<file path="config.mk">
export PLATFORM = sky130hd
export DESIGN_NAME = ssd_scan_mux
export DESIGN_NICKNAME = d
export VERILOG_FILES = /design/src/rtl/ssd_scan_mux.sv
export SDC_FILE = /design/constraint.sdc
export NUM_CORES = 1
export LEC_CHECK = 0
export ABC_AREA = 1
export BUFFER_PORTS_ARGS = -buffer_cell sky130_fd_sc_hd__buf_2
export CORE_MARGIN = 5
export CORE_UTILIZATION = 62
export CTS_CLUSTER_DIAMETER = 80
export DETAILED_ROUTE_END_ITERATION = 6
export PLACE_DENSITY = 0.89
export SLEW_MARGIN = 20
export SYNTH_ARGS = -nofsm -noshare
export SYNTH_HDL_FRONTEND = slang
export SYNTH_SLANG_ARGS = --single-unit
</file>
<file path="constraint.sdc">
create_clock -name ssd_scan_clk -period 3.05 [get_ports ssd_scan_clk]
set_clock_uncertainty 0.1 [all_clocks]
set_input_delay 0.1525 -clock ssd_scan_clk [delete_from_list [all_inputs] [get_ports ssd_scan_clk]]
set_output_delay 0.1525 -clock ssd_scan_clk [all_outputs]
set_load 0.05 [all_outputs]
</file>
<file path="src/rtl/ssd_scan_mux.sv">
// ssd_scan_mux: 8-digit time-multiplexed seven-segment scanner with an all-off gap between digits.
// Define SSD_SCAN_LZS_EN to blank the leading zeros of each captured frame.
module ssd_scan_mux #(
   parameter int REFRESH_COUNT = 100000,
   parameter int BLANK_CYCLES  = 1000
) (
   input  logic        ssd_scan_clk,
   input  logic        ssd_scan_rst,
   input  logic [31:0] ssd_scan_data_in,
   input  logic [7:0]  ssd_scan_digit_en,
   input  logic [7:0]  ssd_scan_dp_in,
   output logic [6:0]  ssd_scan_cc,
   output logic        ssd_scan_dp_out,
   output logic [7:0]  ssd_scan_an
);
   localparam int MAXC = REFRESH_COUNT > BLANK_CYCLES ? REFRESH_COUNT : BLANK_CYCLES;
   localparam int CW = $clog2(MAXC);
   // Active-low g..a patterns, digit 0 in the least significant slot
   localparam logic [111:0] SEG = {7'h0E, 7'h06, 7'h21, 7'h46, 7'h03, 7'h08, 7'h10, 7'h00,
                                   7'h78, 7'h02, 7'h12, 7'h19, 7'h30, 7'h24, 7'h79, 7'h40};
   typedef enum logic {BLANK, SCAN} state_t;
   state_t        state;
   logic [CW-1:0] cnt;
   logic [2:0]    idx;
   logic [31:0]   snap_data;
   logic [7:0]    snap_dp;
   logic [7:0]    snap_en;
   logic [7:0]    keep;
   logic [3:0]    nib;
   logic          last;
   logic          snap;
   logic          lit;
`ifdef SSD_SCAN_LZS_EN
   // Digit i survives only if some nibble at or above it is nonzero; digit 0 always survives
   always_comb begin
      keep = 8'h01;
      for (int i = 1; i < 8; i++) keep[i] = |(ssd_scan_data_in >> (4 * i));
   end
`else
   assign keep = 8'hFF;
`endif
   assign last = cnt == CW'((state == SCAN ? REFRESH_COUNT : BLANK_CYCLES) - 1);
   assign snap = state == BLANK && cnt == '0 && idx == 3'd0;
   assign nib  = snap_data[4 * idx +: 4];
   assign lit  = state == SCAN && snap_en[idx];
   always_ff @(posedge ssd_scan_clk) begin
      if (ssd_scan_rst) begin
         state           <= BLANK;
         cnt             <= '0;
         idx             <= '0;
         snap_data       <= '0;
         snap_dp         <= '0;
         snap_en         <= '0;
         ssd_scan_an     <= 8'hFF;
         ssd_scan_cc     <= 7'h7F;
         ssd_scan_dp_out <= 1'b1;
      end else begin
         cnt <= last ? '0 : cnt + 1'b1;
         if (last) state <= state == SCAN ? BLANK : SCAN;
         if (last && state == SCAN) idx <= idx + 1'b1;
         if (snap) begin
            snap_data <= ssd_scan_data_in;
            snap_dp   <= ssd_scan_dp_in;
            snap_en   <= ssd_scan_digit_en & keep;
         end
         ssd_scan_an     <= lit ? ~(8'b1 << idx) : 8'hFF;
         ssd_scan_cc     <= lit ? SEG[7 * nib +: 7] : 7'h7F;
         ssd_scan_dp_out <= lit ? ~snap_dp[idx] : 1'b1;
      end
   end
endmodule

</file>
# Yosys cells after proc, flatten, opt, wreduce, memory -nomap -nowiden
# Cells that the tools add are included.
word_totals:
  out_inout_bits: 16
  ff_bits: 85
  word_cells: 36
  inputBits: 50
op_classes:
  addsub: 3
  shifts: 3
  mul: 1
  magnitude_cmp: 1
  reduce_logical: 8
  eq_ne: 1
  bitwise: 4
  mux: 6
ops:
  columns: ["op", "count"]
  rows:
  - ["$shiftx A112 B8 Y7 const A", 1]
  - ["$shiftx A32 B6 Y4", 1]
  - ["$add A17 B1 Y17 const B", 1]
  - ["$eq A17 B17 Y1", 1]
  - ["$logic_not A17 Y1", 1]
  - ["$mux W17", 1]
  - ["$sub A17 B1 Y17 const B", 1]
  - ["$not A8 Y8", 1]
  - ["$shl A1 B3 Y8 const A", 1]
  - ["$mul A3 B4 Y7 const A", 1]
  - ["$bmux W1 S3", 2]
  - ["$logic_and A1 B1 Y1", 4]
  - ["$lt A3 B4 Y1 const B", 1]
  - ["$reduce_or A2 Y1", 2]
  - ["$add A3 B1 Y3 const B", 1]
  - ["$logic_not A3 Y1", 1]
  - ["$mux W1", 3]
  - ["$not A1 Y1", 3]

# Longest topological paths before layout
# Gate-level depths: netlist of run 1.
depth:
  word_depth: 5
  depth_mapped: 15
  mapped_depth_nobuf: 14

# Worst setup path before layout of run 1
# Ideal clock, no wire load.
synth_timing:
  path_kind: "reg2reg"
  from: "reg idx[1]"
  to: "reg snap_data[10]"
  setup_time_ps: 111
  path_buffers: 4
  arrival_time_ps: 1845
  setup_slack_ps: 994
  synth_period_minus_slack_ps: 2056
  stages_incl_launch_ff: 14
  t_required_ps: 2839
  path_cell_list: "dfxtp_1 > buf_4 > inv_2 > buf_4 > ha_1 > inv_1 > nor2_1 > nand3_1 > nor3_2 > buf_2 > buf_2 > nand4_1 > nand2_1 > nor2_1"
synth_via:
  elab_chain_len: 2
synth_rtl:
  columns: ["element", "line_no", "rtl"]
  rows:
  - ["start: declaration", "24", "logic [2:0] idx;"]
  - ["start signal: assignment", "60", "if (last && state == SCAN) idx <= idx + 1'b1;"]
  - ["$logic_not A3 Y1", "43", "assign snap = state == BLANK && cnt == '0 && idx == 3'd0;"]
  - ["$logic_and A1 B1 Y1", "43", null]
  - ["end signal: assignment", "62", "snap_data <= ssd_scan_data_in;"]
  - ["end: declaration", "25", "logic [31:0] snap_data;"]
# No other way between the ends.
# A chain may end at the register's enable or synchronous reset.

# Final worst setup path of run 1
layout_timing:
  from: "reg idx[2]"
  to: "reg ssd_scan_cc[1]"
layout_via:
  elab_chain_len: 5
  word_cells_on_any_way: 8
  cone_classes: "mul (1); shift (2); mux (2); bitwise (1); reduce/logical (2)"
layout_rtl:
  columns: ["element", "line_no", "rtl"]
  rows:
  - ["parallel branches: the longest is 5 deep, another holds $mul A3 B4 Y7", null, null]
  - ["end signal: assignment", "67", "ssd_scan_cc <= lit ? SEG[7 * nib +: 7] : 7'h7F;"]
  - ["end: declaration", "12", "output logic [6:0] ssd_scan_cc,"]
# Several ways; the timed one is not identified. The select of a mux whose other input is x is not followed.

==> results of run 1 <==
[layout make-up]
type | instances | area [um2]
clock buffers | 11 | 141
clock inverters | 4 | 48.8
fillers | 633 | 2130
inverters | 104 | 390
multi-input cells | 480 | 2290
flip-flops and latches | 85 | 1700
well taps | 99 | 124
repair buffers | 73 | 388
[kinds of logic after synthesis]
logic type	count (synthesis)	share of synthesized area, %
adders and majority gates	14	3.85
and+or+nand+nor	440	42.3
xor gates and xnor gates	6	1.15
buffers and inverters	141	12.9
DFF	85	37.4
AOI/OAI and AO/OA	20	2.47
[through the flow]
step	cell area [um2]	cells
2_1_floorplan	4550	706
3_5_place_dp	4880	840
3_3_place_gp	4880	840
6_report	5080	856
4_1_cts	5080	856
5_1_grt	5080	856
[report_power, final]
group,switching [mW],internal (mW)
Sequential,0.0490,1.19
Combinational,0.253,0.153
Clock,0.388,0.396
[metal layers]
layer / wire length (um) / GRT usage, % / vias to the layer above
met3: 871 / 3.28 / 24
met5: 0 / 0 / -
met1: 4690 / 32.0 / 2051
met4: 217 / 10.7 / 0
li1: - / - / 2297
met2: 5280 / 42.3 / 209
[synthesized netlist by cell type (3+ instances only)]
| master | count | area, um2 |
|---|---|---|
| a21oi_1 | 8 | 40.0 |
| nand4_1 | 56 | 350 |
| nor3_2 | 3 | 30.0 |
| dfxtp_1 | 85 | 1700 |
| nor2_1 | 147 | 552 |
| o21ai_0 | 7 | 35.0 |
| nor3_1 | 12 | 60.1 |
| buf_2 | 17 | 85.1 |
| nand3_1 | 56 | 280 |
| inv_1 | 98 | 368 |
| inv_2 | 4 | 15.0 |
| nand2_1 | 158 | 593 |
| clkbuf_1 | 11 | 41.3 |
| ha_1 | 14 | 175 |
| nand2_2 | 3 | 18.8 |
| xor2_1 | 6 | 52.6 |
| buf_4 | 6 | 45.0 |
[critical path, cell delays in order (launching register included)]
cell	delay [ps]
dfxtp_1	690
clkinv_1	480
nand2_1	210
nand2_1	130
inv_1	170
ha_1	250
nand3_1	110
nor2_1	50
nor2_1	100
nand2_1	70
[layout by cell type (no fill, tap or decap), types with 3 or more instances in the layout]
master and count:
nor3_1 12, nand4_1 56, clkbuf_8 10, nand3_1 56, inv_2 4, ha_1 14
nand2_2 3, xor2_1 6, a21oi_1 8, buf_4 7, nor2_1 146, nor2_2 3
dfxtp_1 85, inv_1 98, buf_2 65, nand2_1 158, o21ai_0 7
[path summary, 6_finish.rpt]
check	from	slack [ps]	to
worst max-delay path	idx[2]	580	ssd_scan_cc[1]
worst min-delay path	ssd_scan_data_in[1]	40	snap_data[1]
worst max register to register	idx[2]	580	ssd_scan_cc[1]
worst min register to register	cnt[0]	370	cnt[0]
[flip-flops by register name (all words and copies together) (netlist names)]
register / count
ssd_scan_cc: 7
ssd_scan_an: 8
state: 1
ssd_scan_dp_out: 1
idx: 3
snap_en: 8
snap_dp: 8
snap_data: 32
cnt: 17
[timing repair]
item / CTS / global route
endpoints found under the hold margin: 1 / 0
endpoints found under the setup margin: 0 / 0
hold buffers: 1 / 0
==> flow_metrics.py, run 1 <==
metrics = {
    "detailed_routing": {
        "routedWlPerCell_um": 12.9,
        "drt_iter0_drc": 399,
        "viasPerCell": 5.35,
        "vias": 4581,
        "drtAntennaViolNets": 0,
        "routed_wl_um": 11100,
        "drc_errors": 0,
        "firstDrtPassIters": 5,
    },
    "floorplan": {
        "core-area_um2": 7210,
        "initial_utilization_pct": 63.1,
        "die_w_um": 95.7,
        "die-area_um2": 9160,
        "rows": 31,
        "die_h_um": 95.7,
        "ios": 66,
    },
    "power": {
        "fin_total_pwr_mw": 2.43,
        "p_leak_nw": 2.53,
        "ir_drop_v": 0.000261,
        "power.density_nw_per_um2": 478,
    },
    "clock_network": {
        "cts_sinks": 85,
        "cts.reportedPaths.clkPinSlew_ps": 90,
        "cts_root_buffer": "clkbuf_8",
        "htreeDepth": 3,
        "post-cts-setup-buffers": 0,
        "cts_tree": "yes",
        "numCtsBuffers": 9,
        "clock_path_buffers": 2,
        "clk_latency_ps": 350,
        "cts.repair.resized": 0,
    },
    "logic_synthesis": {
        "syn_inst": 706,
        "yosys.cell_types.count": 27,
        "synth_seq_area_share_pct": 37.4,
        "synth.net_count": 770,
        "synth_edf_count": 0,
        "synth_area_per_cell_um2": 6.45,
        "ys_ff_latch": 85,
        "ys_warn_count": 0,
        "ys.flop_type": "dfxtp_1",
        "async_reset_ff_share_pct": 0,
        "synth_area_um2": 4550,
    },
    "global_routing": {
        "grt_max_degree": 52,
        "grt_overflow_total": 0,
        "antenna_found_initial": 0,
        "grt_pass1_vias": 4224,
        "grt_usage_pct": 25.0,
        "grt_pass1_wl_um": 18500,
    },
    "placed_design": {
        "dp_hpwl_um": 7600,
        "io_buffers": 65,
        "place.gp.congestion": 0.909,
        "place_ws_ps": 630,
    },
    "sta": {
        "max-slew-margin-rel_pct": 59.5,
        "rsz0062_at_grt": "no",
        "fin_ws_ps": 576,
        "drv_slew": 0,
        "min_period_ps": 2470,
        "timing.hold.ws_ps": 37.2,
        "max_freq_ghz": 0.404,
        "hold_violations": 0,
        "setup_tns_ps": 0,
        "worst_pin_slew_ps": 607,
        "finalSetupViolCount": 0,
        "fin_crit_sh_pct": 81.1,
    },
    "critical_path": {
        "path_max_fanout": 14,
        "worstSetupPathType": "reg -> reg",
        "rr_worst_depth": 9,
        "required_ps": 3190,
        "end_kind": "register",
        "start_kind": "register",
        "worstPathArrival_ps": 2620,
    },
    "finish": {
        "fin_nets": 817,
        "post-route-util_pct": 70.4,
        "area_growth_pct": 11.6,
        "antenna_cells": 0,
        "layout-drive-gt1-share_pct": 13.2,
    },
    "hold_path": {
        "worst_hold_path.num_cells": 5,
        "worst_hold_path_type": "in -> reg",
    },
    "flow_run": {
        "cap_violations": 0,
    },
    "outcome": {
        "status": "complete, no violations",
    },
}
(Power assumes the default switching activity.)
==> run 2, diff against run 1 <==
--- a/config.mk
+++ b/config.mk
@@ -8,10 +8,10 @@
 export ABC_AREA = 1
 export BUFFER_PORTS_ARGS = -buffer_cell sky130_fd_sc_hd__buf_2
 export CORE_MARGIN = 5
-export CORE_UTILIZATION = 62
+export CORE_UTILIZATION = 57
 export CTS_CLUSTER_DIAMETER = 80
 export DETAILED_ROUTE_END_ITERATION = 6
-export PLACE_DENSITY = 0.89
+export PLACE_DENSITY = 0.83
 export SLEW_MARGIN = 20
 export SYNTH_ARGS = -nofsm -noshare
 export SYNTH_HDL_FRONTEND = slang
==> constraint.sdc (replaced) <==
create_clock -name ssd_scan_clk -period 2.4 [get_ports ssd_scan_clk]
set_clock_uncertainty 0.1 [all_clocks]
set_input_delay 0.12 -clock ssd_scan_clk [delete_from_list [all_inputs] [get_ports ssd_scan_clk]]
set_output_delay 0.12 -clock ssd_scan_clk [all_outputs]
set_load 0.05 [all_outputs]
==> run 2 against run 1 <==
Net effect: combinational power up 31%; first-iteration DRC count down 21%; sequential power up 27%; utilization down 3.0 points; design area up 3.2%; via count down 1.5%; count of clock-buffer cells in the layout up 2; critical path depth up 1; largest power group unchanged.
==> flow_metrics.py, run 2 (synthesis results as in run 1) <==
metrics = {
    "finish": {
        "final_cell_mix": "nand2_1, nor2_1, inv_1",
        "regMostFlops": "snap_data",
        "area_growth_pct": 15.1,
        "reg_top3": "snap_data x32, cnt x17",
        "post-route-util_pct": 67.5,
        "stdcell_count": 871,
        "layout-drive-gt1-share_pct": 13.8,
        "final_common_cell": "nand2_1",
        "antenna_cells": 0,
        "fin_nets": 828,
        "fin_area_um2": 5240,
        "largest_reg_flops": 32,
    },
    "power": {
        "fin_total_pwr_mw": 3.25,
        "power.density_nw_per_um2": 621,
        "ir_drop_v": 0.000294,
        "p_leak_nw": 2.59,
    },
    "global_routing": {
        "grt_usage_pct": 23.0,
        "grt_pass1_vias": 4183,
        "grt_max_degree": 49,
        "grt_pass1_wl_um": 18800,
        "antenna_found_initial": 0,
        "grt_overflow_total": 0,
    },
    "clock_network": {
        "htreeDepth": 3,
        "cts_tree": "yes",
        "numCtsBuffers": 9,
        "cts.reportedPaths.clkPinSlew_ps": 90,
        "cts_root_buffer": "clkbuf_8",
        "clk_latency_ps": 360,
        "clock_path_buffers": 2,
        "cts_sinks": 85,
    },
    "critical_path": {
        "start_kind": "register",
        "worstPathArrival_ps": 2290,
        "r2r_setup_slack_ps": 270,
        "crit_family": "simple AND/OR/NAND/NOR gates",
        "required_ps": 2560,
        "cpMostUsedCell": "nor2_1",
        "path_cells": "inv_2 > ha_1 > inv_1 > nor2_1 > nand3_1 > nor3_4 > buf_4 > nand4_1 > nand2_1 > nor2_1",
        "path_buf_inv": 3,
        "crit_path_max_incr_delay_ps": 320,
        "worstSetupPathType": "reg -> reg",
        "crit_path_top_delay_cell": "dfxtp_1",
        "end_kind": "register",
        "path_max_fanout": 27,
    },
    "sta": {
        "setup_tns_ps": 0,
        "fin_crit_sh_pct": 88.6,
        "finalSetupViolCount": 0,
        "worst_pin_slew_ps": 672,
        "max-slew-margin-rel_pct": 54.9,
        "rsz0062_at_grt": "no",
        "drv_slew": 0,
        "min_period_ps": 2130,
        "hold_violations": 0,
        "max_freq_ghz": 0.470,
    },
    "floorplan": {
        "initial_utilization_pct": 58.6,
        "core-area_um2": 7770,
        "die_h_um": 99.4,
        "die-area_um2": 9880,
        "die_w_um": 99.4,
        "ios": 66,
        "rows": 32,
    },
    "detailed_routing": {
        "met2_length_um": 5320,
        "drtAntennaViolNets": 0,
        "firstDrtPassIters": 4,
        "top_layer_used": "met4",
        "drt_iter0_drc": 316,
        "routedWlPerCell_um": 12.8,
        "routed_wl_um": 11200,
        "viasPerCell": 5.18,
        "met3_length_um": 718,
        "vias": 4510,
        "drc_errors": 0,
        "drt-met1-wl_um": 4950,
    },
    "placed_design": {
        "io_buffers": 65,
        "placed_cells": 849,
        "place.gp.congestion": 0.860,
        "dpl-instance-area_um2": 4960,
        "dp_hpwl_um": 7730,
    },
    "outcome": {
        "status": "complete, no violations",
    },
    "flow_run": {
        "cap_violations": 0,
    },
    "hold_path": {
        "worst_hold_path_type": "in -> reg",
    },
}
## run 2: per-layer routing
layer / up-vias / global-route usage (%)
met2: 163 / 39.4
li1: 2326 / -
met4: 0 / 8.72
met5: - / 0
met1: 2003 / 29.4
met3: 18 / 3.30
## run 2: power breakdown
part,internal (mW),switching (mW),total (mW)
sequential,1.51,0.0575,1.57
clock,0.645,0.507,1.15
combinational,0.209,0.323,0.532
total,2.37,0.888,3.25
## run 2: repair_timing
item | 4_1_cts | 5_1_grt
hold buffers | 6 | 0
resized for setup | 0 | 0
buffers inserted | 0 | 0
hold endpoints to repair | 6 | 0
## run 2: worst paths after layout
kind | startpoint | to | cells after the start
max | idx[1] | snap_data[5] | 10
min | ssd_scan_data_in[15] | snap_data[15] | 5
max reg2reg | idx[1] | snap_data[5] | 10
min reg2reg | cnt[0] | cnt[0] | 1
## run 2: final cells by class
type | instances | area [um2]
Timing Repair Buffer | 84 | 508
Sequential cell | 85 | 1700
Fill cell | 692 | 2520
Tap cell | 102 | 128
Clock inverter | 3 | 67.6
Clock buffer | 13 | 159
Multi-Input combinational cell | 480 | 2290
Inverter | 104 | 390
## run 2: worst min-delay path, stage by stage
cell and delay, ps:
buf_2 70, inv_1 30, nand4_1 70, nand2_1 50
nor2_1 90
## run 2: stage by stage
stage	hold slack (ps)	setup WS [ps]
global placement	245	396
floorplan	96.1	344
CTS	0.0928	291
finish	4.46	274
detailed placement	249	317
global route	27.7	101
